[src/rtl/tbl_pkg.sv]
// Shared types and constants for the multiport lookup table.
// The sweep value for each entry comes from identity_entry() so every block agrees on it.
package tbl_pkg;

  typedef enum logic {
    INIT = 1'b0,
    IDLE = 1'b1
  } state_t;

  localparam int DATA_W_DEF = 8;
  localparam int ADDR_W_DEF = 8;
  localparam int DEPTH_DEF  = 256;
  localparam int NUM_RD_DEF = 2;

  // Entry value written by the init sweep. Callers truncate the result to DATA_W.
  function automatic logic [31:0] identity_entry(input logic [31:0] idx);
    return idx;
  endfunction

endpackage

[src/rtl/tbl_rd_chan.sv]
// One read channel: range check, one-cycle response register and error flag.
// The table entry arrives already selected by the top level.
module tbl_rd_chan
  import tbl_pkg::*;
#(
  parameter int DATA_W = DATA_W_DEF,
  parameter int ADDR_W = ADDR_W_DEF,
  parameter int DEPTH  = DEPTH_DEF
) (
  input  logic              clock,
  input  logic              reset,
  input  logic              rd_valid,
  input  logic              rd_ready,
  input  logic [ADDR_W-1:0] rd_addr,
  input  logic [DATA_W-1:0] entry,
  output logic              out_valid,
  output logic [DATA_W-1:0] rd_data,
  output logic              rd_err
);

  logic fire;
  logic in_range;

  assign fire     = rd_valid & rd_ready;
  assign in_range = int'(rd_addr) < DEPTH;

  // Data holds its last value when no read is accepted; valid and err do not.
  always_ff @(posedge clock or negedge reset) begin
    if (!reset) begin
      out_valid <= 1'b0;
      rd_data   <= '0;
      rd_err    <= 1'b0;
    end else begin
      out_valid <= fire;
      rd_err    <= fire & ~in_range;
      if (fire) rd_data <= in_range ? entry : '0;
    end
  end

endmodule

[src/rtl/tbl_multiport.sv]
// Writable lookup table with NUM_RD registered read channels and an identity init sweep.
// Storage, write path and the INIT/IDLE controller live here; read channels are sub-modules.
module tbl_multiport
  import tbl_pkg::*;
#(
  parameter int DATA_W = DATA_W_DEF,
  parameter int ADDR_W = ADDR_W_DEF,
  parameter int DEPTH  = DEPTH_DEF,
  parameter int NUM_RD = NUM_RD_DEF
) (
  input  logic                     clock,
  input  logic                     reset,
  input  logic                     io_init_start,
  output logic                     io_busy,
  input  logic                     io_wr_valid,
  output logic                     io_wr_ready,
  input  logic [ADDR_W-1:0]        io_wr_addr,
  input  logic [DATA_W-1:0]        io_wr_data,
  output logic                     io_wr_err,
  input  logic [NUM_RD-1:0]        io_rd_valid,
  output logic [NUM_RD-1:0]        io_rd_ready,
  input  logic [NUM_RD*ADDR_W-1:0] io_rd_addr,
  output logic [NUM_RD-1:0]        io_rd_out_valid,
  output logic [NUM_RD*DATA_W-1:0] io_rd_data,
  output logic [NUM_RD-1:0]        io_rd_err
);

  localparam int IDX_W = (DEPTH > 1) ? $clog2(DEPTH) : 1;

  state_t           state, state_next;
  logic [IDX_W-1:0] cnt, cnt_next;
  logic             idle;
  logic             last;
  logic             wr_fire;
  logic             wr_in_range;
  logic [DATA_W-1:0] mem [DEPTH];

  assign idle        = (state == IDLE);
  assign last        = (cnt == IDX_W'(DEPTH - 1));
  assign wr_fire     = io_wr_valid & idle;
  assign wr_in_range = int'(io_wr_addr) < DEPTH;

  assign io_busy     = ~idle;
  assign io_wr_ready = idle;
  assign io_rd_ready = {NUM_RD{idle}};

  // NOTE: sequential state uses non-blocking assignments so every flop samples pre-edge values.
  always_ff @(posedge clock or negedge reset) begin
    if (!reset) begin
      state <= INIT;
      cnt   <= '0;
    end else begin
      state <= state_next;
      cnt   <= cnt_next;
    end
  end

  // NOTE: defaults assigned first so no path through this block infers a latch.
  always_comb begin
    state_next = state;
    cnt_next   = cnt;
    unique case (state)
      INIT: begin
        cnt_next = last ? '0 : cnt + 1'b1;
        if (last) state_next = IDLE;
      end
      IDLE: begin
        if (io_init_start) state_next = INIT;
      end
      default: state_next = INIT;
    endcase
  end

  // NOTE: storage is deliberately not reset; the init sweep is what defines its contents.
  always_ff @(posedge clock) begin
    if (!idle) begin
      mem[cnt] <= DATA_W'(identity_entry(32'(cnt)));
    end else if (wr_fire && wr_in_range) begin
      mem[io_wr_addr[IDX_W-1:0]] <= io_wr_data;
    end
  end

  always_ff @(posedge clock or negedge reset) begin
    if (!reset) io_wr_err <= 1'b0;
    else        io_wr_err <= wr_fire & ~wr_in_range;
  end

  // Reads see mem before this edge's write, which gives read-before-write ordering.
  for (genvar k = 0; k < NUM_RD; k++) begin : g_rd
    logic [ADDR_W-1:0] addr;
    assign addr = io_rd_addr[k*ADDR_W +: ADDR_W];

    tbl_rd_chan #(
      .DATA_W(DATA_W),
      .ADDR_W(ADDR_W),
      .DEPTH (DEPTH)
    ) u_chan (
      .clock    (clock),
      .reset    (reset),
      .rd_valid (io_rd_valid[k]),
      .rd_ready (idle),
      .rd_addr  (addr),
      .entry    (mem[addr[IDX_W-1:0]]),
      .out_valid(io_rd_out_valid[k]),
      .rd_data  (io_rd_data[k*DATA_W +: DATA_W]),
      .rd_err   (io_rd_err[k])
    );
  end

endmodule

[config.mk]
export PLATFORM = sky130hd
export DESIGN_NAME = tbl_multiport
export DESIGN_NICKNAME = d
export VERILOG_FILES = /design/src/rtl/tbl_pkg.sv /design/src/rtl/tbl_rd_chan.sv /design/src/rtl/tbl_multiport.sv
export SDC_FILE = /design/constraint.sdc
export NUM_CORES = 2
export LEC_CHECK = 0
export ABC_AREA = 1
export ABC_CLOCK_PERIOD_IN_PS = 6400
export BUFFER_PORTS_ARGS = -buffer_cell sky130_fd_sc_hd__buf_2
export CORE_AREA = 2 2 436 611
export CTS_CLUSTER_DIAMETER = 60
export DETAILED_ROUTE_END_ITERATION = 8
export DIE_AREA = 0 0 438 613
export MAX_ROUTING_LAYER = met4
export PLACE_DENSITY_LB_ADDON = 0.2
export SYNTH_ARGS = -nofsm -noshare
export SYNTH_HDL_FRONTEND = slang
export SYNTH_SLANG_ARGS = --single-unit
[constraint.sdc]
create_clock -name clock -period 6.4 [get_ports clock]
set_clock_uncertainty 0.1 [all_clocks]
set_input_delay 0.64 -clock clock [delete_from_list [all_inputs] [get_ports clock]]
set_output_delay 0.64 -clock clock [all_outputs]
set_load 0.03 [all_outputs]
## Word level (Yosys, flattened, before mapping)

Memories as Yosys holds them, arrays and structs flattened. A register that Yosys moved wholly into a read port is not among the register bits.
Cells that the tools add are included.

- Add/subtract/negate cells: 1
- Equal/unequal tests: 1
- Mux-type cells: 11
- Bitwise gates (word level): 4
- Reduce and logical (&&, ||, !) cells: 3

Operators with widths:

| operator | number |
|---|---|
| 8-bit two-way mux | 3 |
| 8-bit by 1-bit adder with 8-bit output, second input constant | 1 |
| 8-bit equality test, second input constant | 1 |
| 8-bit OR reduction | 1 |
| 1-bit two-way mux | 7 |
| 1-bit bitwise AND | 3 |
| 1-bit zero test | 2 |
| 1-bit one-hot mux with 2 select lines | 1 |
| 1-bit inverter | 1 |

- Register bits after elaboration: 11
- Memory bits (writable): 2,048
- Output and inout port bits: 25
- Logic and storage cells: 25
- Memories: 1

Memories:

| name | depth | bits a word | rd ports | clocked after Yosys merged registers in | write ports | RTL line | source |
|---|---|---|---|---|---|---|---|
| mem | 256 | 8 | 2 | 2 | 1 | tbl_multiport.sv:36 | `logic [DATA_W-1:0] mem [DEPTH];` |

## Longest topological paths before layout

- Depth after elaboration: 6
- Depth in mapped cells: 15
- Mapped depth without buffers: 11

## Modules after synthesis

From an unflattened synthesis, not the netlist that was laid out.

- Cells, all modules: 11,728
- Area, all modules: 104,808.0 µm²

By module, submodules not included:

| module | times used | cells each | area an instance (µm²) | sequential area each (µm²) |
|---|---|---|---|---|
| tbl_multiport | 1 | 11,650 | 104,042.3 | 61,724.2 |
| tbl_rd_chan | 2 | 39 | 382.9 | 225.2 |

## Worst setup path before layout

OpenSTA, ideal clock, no wires.

- Path kind: reg2reg
- From: register state (netlist: io_wr_ready)
- To: memory mem[0][2] (netlist bit) (data pin)
- Data arrival time: 4,100 ps
- Required time: 5,476 ps
- Path slack: 1,377 ps
- Stages on the path, launching flop included: 5
- Path buffers: 2
- Period minus slack after synthesis: 5,023 ps
- Cell sequence: dfrtp_1 buf_4 clkbuf_1 nand3_1 nand2_1

- Word-level cells in the longest chain between the ends: 6

RTL lines:

| item | RTL line | source |
|---|---|---|
| start, declared | tbl_multiport.sv:30 | `state_t state, state_next;` |
| start signal, assigned | tbl_multiport.sv:53 | `state <= state_next;` |
| 1-bit bitwise AND | tbl_multiport.sv:40 | `assign wr_fire = io_wr_valid & idle;` |
| 1-bit two-way mux | tbl_multiport.sv:78 | `end else if (wr_fire && wr_in_range) begin` |
| 1-bit two-way mux (*) | tbl_multiport.sv:76 | `if (!idle) begin` |
| 1-bit two-way mux (implied by the code) (*) | tbl_multiport.sv:79 | `mem[io_wr_addr[IDX_W-1:0]] <= io_wr_data;` |
| 8-bit OR reduction (no source line) (*) | - |  |
| 8-bit two-way mux (no source line) (*) | - |  |
| end, declared | tbl_multiport.sv:36 |  |

Every way passes the cells marked *; elsewhere a longest branch is shown, timed or not.

## Worst setup path in the final report

- From: register state (netlist: io_wr_ready)
- To: memory mem[23][6] (netlist bit), enable pin

- Word-level cells in the longest chain between the ends: 6
- Elaborated cells between the ends (all ways): 8

RTL lines:

| item | RTL line |
|---|---|
| 1-bit bitwise AND | tbl_multiport.sv:40 |
| 1-bit two-way mux | tbl_multiport.sv:78 |
| 1-bit two-way mux | tbl_multiport.sv:76 |
| 1-bit two-way mux (implied by the code) | tbl_multiport.sv:79 |
| 8-bit OR reduction (no source line) | - |
| 8-bit two-way mux (no source line) / 1-bit two-way mux (equally long branches) | - |

Parallel ways exist; a longest one is shown, timed or not.

==> flow_metrics.env <==
export IMPL_drt_initial_drc_count=13110
export IMPL_hold_viol_final=0
export IMPL_crit_required_ns=6.80
export IMPL_ios=63
export IMPL_cpLargestDelayFamily="simple AND/OR/NAND/NOR gates"
export IMPL_clock_latency_ns=0.88
export IMPL_synth_top_area_share_pct=58.7
export IMPL_synthesis_area_um2=105000
export IMPL_cp_end_kind="flop"
export IMPL_ys_seq_area_share_pct=59.4
export IMPL_ant_nets=0
export IMPL_r2r_setup_slack_ns=2.19
export IMPL_start_util_pct=39.8
export IMPL_finalNetCount=11196
export IMPL_period_minus_slack_ns=4.21
export IMPL_coreArea_um2=263000
export IMPL_h_tree_depth=4
export IMPL_synth_mux_area_share_pct=0
export IMPL_fmax_mhz=238
export IMPL_drc_errors=0
export IMPL_synth_seq_cells=2075
export IMPL_clock_sinks=2075
export IMPL_slowest_stage="nand2_1"
export IMPL_hold_path_class="in -> reg"
export IMPL_die_area_um2=268000
export IMPL_grt_pass1_wl_um=599000
export IMPL_vias=89896
export IMPL_path_clk_slew_ns=0.07
export IMPL_fin_setup_tns_ns=0
export IMPL_yosysWarnings=0
export IMPL_overflow=0
export IMPL_ys_types=28
export IMPL_dp_hpwl_um=249000
export IMPL_portBuffers=59
export IMPL_routedWlPerCell_um=28.4
export IMPL_fin_crit_sh_pct=65.7
export IMPL_grt_pass1_vias=84702
export IMPL_path_cells="nand2_2 > nand2_1 > o21ai_2 > inv_1 > nor2_1 > nand2_1 > nor2_1"
export IMPL_synth_top_family_by_area="simple AND/OR/NAND/NOR gates"
export IMPL_syn_inst=11676
export IMPL_die_y_um=613
export IMPL_path_max_fanout=16
export IMPL_finalPower_mw=37.1
export IMPL_synth_compound_area_share_pct=0.0609
export IMPL_finalSetupViolations=0
export IMPL_track_usage_pct=31.3
export IMPL_power_density_nw_per_um2=327
export IMPL_via_per_inst=6.07
export IMPL_layout_drive_gt1_share_pct=4.91
export IMPL_antenna_found_initial=15
export IMPL_avgSynthCellArea_um2=8.97
export IMPL_slew_limit_headroom_pct=15.2
export IMPL_clk_path_buf_depth=4
export IMPL_critPathKind="reg -> reg"
export IMPL_cap_violations=0
export IMPL_crit_arrival_ns=4.61
export IMPL_globalplace_congestion=0.976
export IMPL_rows=223
export IMPL_path_buf_inv=1
export IMPL_outcome="complete, no violations"
export IMPL_numCtsBuffers=206
export IMPL_area_growth_pct=8.27
export IMPL_firstDrtPassIters=9
export IMPL_synthSimpleGateAreaFrac_pct=35.7
export IMPL_ir_worst_vdd_uv=342
export IMPL_cts_tree="done"
export IMPL_synth_xor_area_share_pct=0.0335
export IMPL_grt_start_max_net_pins=193
export IMPL_cts_root_buf="clkbuf_16"
export IMPL_total_leakage_power_nw=41.4
export IMPL_cpPeakStageDelay_ns=0.99
export IMPL_netlist_top_cell_by_area="edfxtp_1"
export IMPL_synth_area_leaders="edfxtp_1, nand3_1, nand2_1"
export IMPL_synthAdderAreaFrac_pct=0.0119
export IMPL_rsz0062_at_grt="false"
export IMPL_slew_violations=0
export IMPL_die_w_um=438
export IMPL_wl_um=420000
export IMPL_critPathLaunchType="flop"
export IMPL_tightest_slew_ns=1.27
-- synthesized netlist by cell type (all sizes together) --
cell / n
xor2: 3
o21bai: 1
buf: 797
ha: 1
inv: 59
conb: 1
nand4: 1
xnor2: 1
nor2: 289
nor3b: 1
nand2: 4195
o21ai: 6
nor3: 2
edfxtp: 2048
or2: 1
clkbuf: 145
nand3: 4093
dfrtp: 27
clkinv: 2
a21oi: 3
-- sequential cells by signal, indices dropped and copies added, names as in the netlist --
signal                 count
cnt                        8
g_rd.u_chan.out_valid      2
io_wr_ready                1
g_rd.u_chan.rd_data       16
mem                     2048
-- cells in the final DEF, fill, tap and decap left out, types with 23 or more instances in the layout --
cell type     n
bufinv_16    25
clkbuf_16   206
nor2_1      289
buf_12       56
nand2_1    4170
edfxtp_1   2048
clkbuf_1     23
clkinv_1     36
inv_1        46
buf_2        49
clkinv_2     26
dfrtp_1      27
buf_4        98
nand3_1    4093
-- worst paths after layout --
kind | start | to | cells past startpoint
max in group asynchronous | reset | g_rd[0].u_chan.rd_data[1] | 2
worst max register to register | io_wr_ready | mem[23][6] | 7
worst max-delay path | io_wr_ready | mem[23][6] | 7
worst min register to register | cnt[0] | cnt[0] | 1
worst min-delay path | io_rd_addr[15] | g_rd[1].u_chan.rd_data[1] | 4
min in group asynchronous | reset | cnt[0] | 2
-- layout make-up --
class                   instances  area (um2)
well taps                    3487        4360
clock buffers                 234        5310
multi-input cells            8600       37600
clock inverters               125        1380
flip-flops and latches       2075       62200
repair buffers                213        2230
fillers                     25083      149000
inverters                      61         302
diodes                         12        30.0
-- per-stage QoR --
stage | util (%) | cell area (um2) | instances | hold WS, ns | worst slack (ns)
finish | 43.1 | 113000 | 14807 | 0.214 | 2.19
global route | 43.1 | 113000 | 14801 | 0.226 | 2.19
CTS | 43.1 | 113000 | 14795 | 0.179 | 2.28
detailed placement | 40.6 | 107000 | 14434 | 0.436 | 1.81
global placement | 40.6 | 107000 | 14434 | 0.432 | 1.81
floorplan | - | 105000 | 11678 | 0.244 | 1.38
-- what timing repair did --
action                                 in CTS  in global routing
endpoints found under the hold margin      28                  0
gates resized for setup                     0                  0
buffers inserted                            0                  0
hold buffers                                2                  0
-- report_power, final --
| part | internal [mW] | switching, mW |
|---|---|---|
| Sequential | 17.1 | 0.191 |
| Combinational | 1.10 | 6.21 |
| Clock | 6.97 | 5.53 |
| Total | 25.2 | 11.9 |
-- routing by layer --
layer | wire [um] | GRT usage [%] | part of all wire, % | vias to the layer above
met5 | 0 | - | 0 | -
met4 | 31700 | 20.1 | 7.5 | 0
met3 | 37600 | 4.86 | 8.9 | 1249
met2 | 199000 | 49.7 | 47 | 5672
met1 | 152000 | 37.0 | 36 | 43518
li1 | - | - | - | 39457
-- worst register-to-register path: stages (launching register included) --
cell	delay [ns]
dfrtp_1	0.38
nand2_2	0.25
nand2_1	0.20
o21ai_2	0.16
inv_1	0.10
nor2_1	0.74
nand2_1	0.99
nor2_1	0.93
-- cell families after synthesis --
family                     after synthesis
AOI/OAI and AO/OA                       10
xor gates and xnor gates                 4
adders and majority gates                1
buffers and inverters                 1003
DFF                                   2075
other                                    1
and+or+nand+nor                       8582
(Power assumes the default switching activity.)
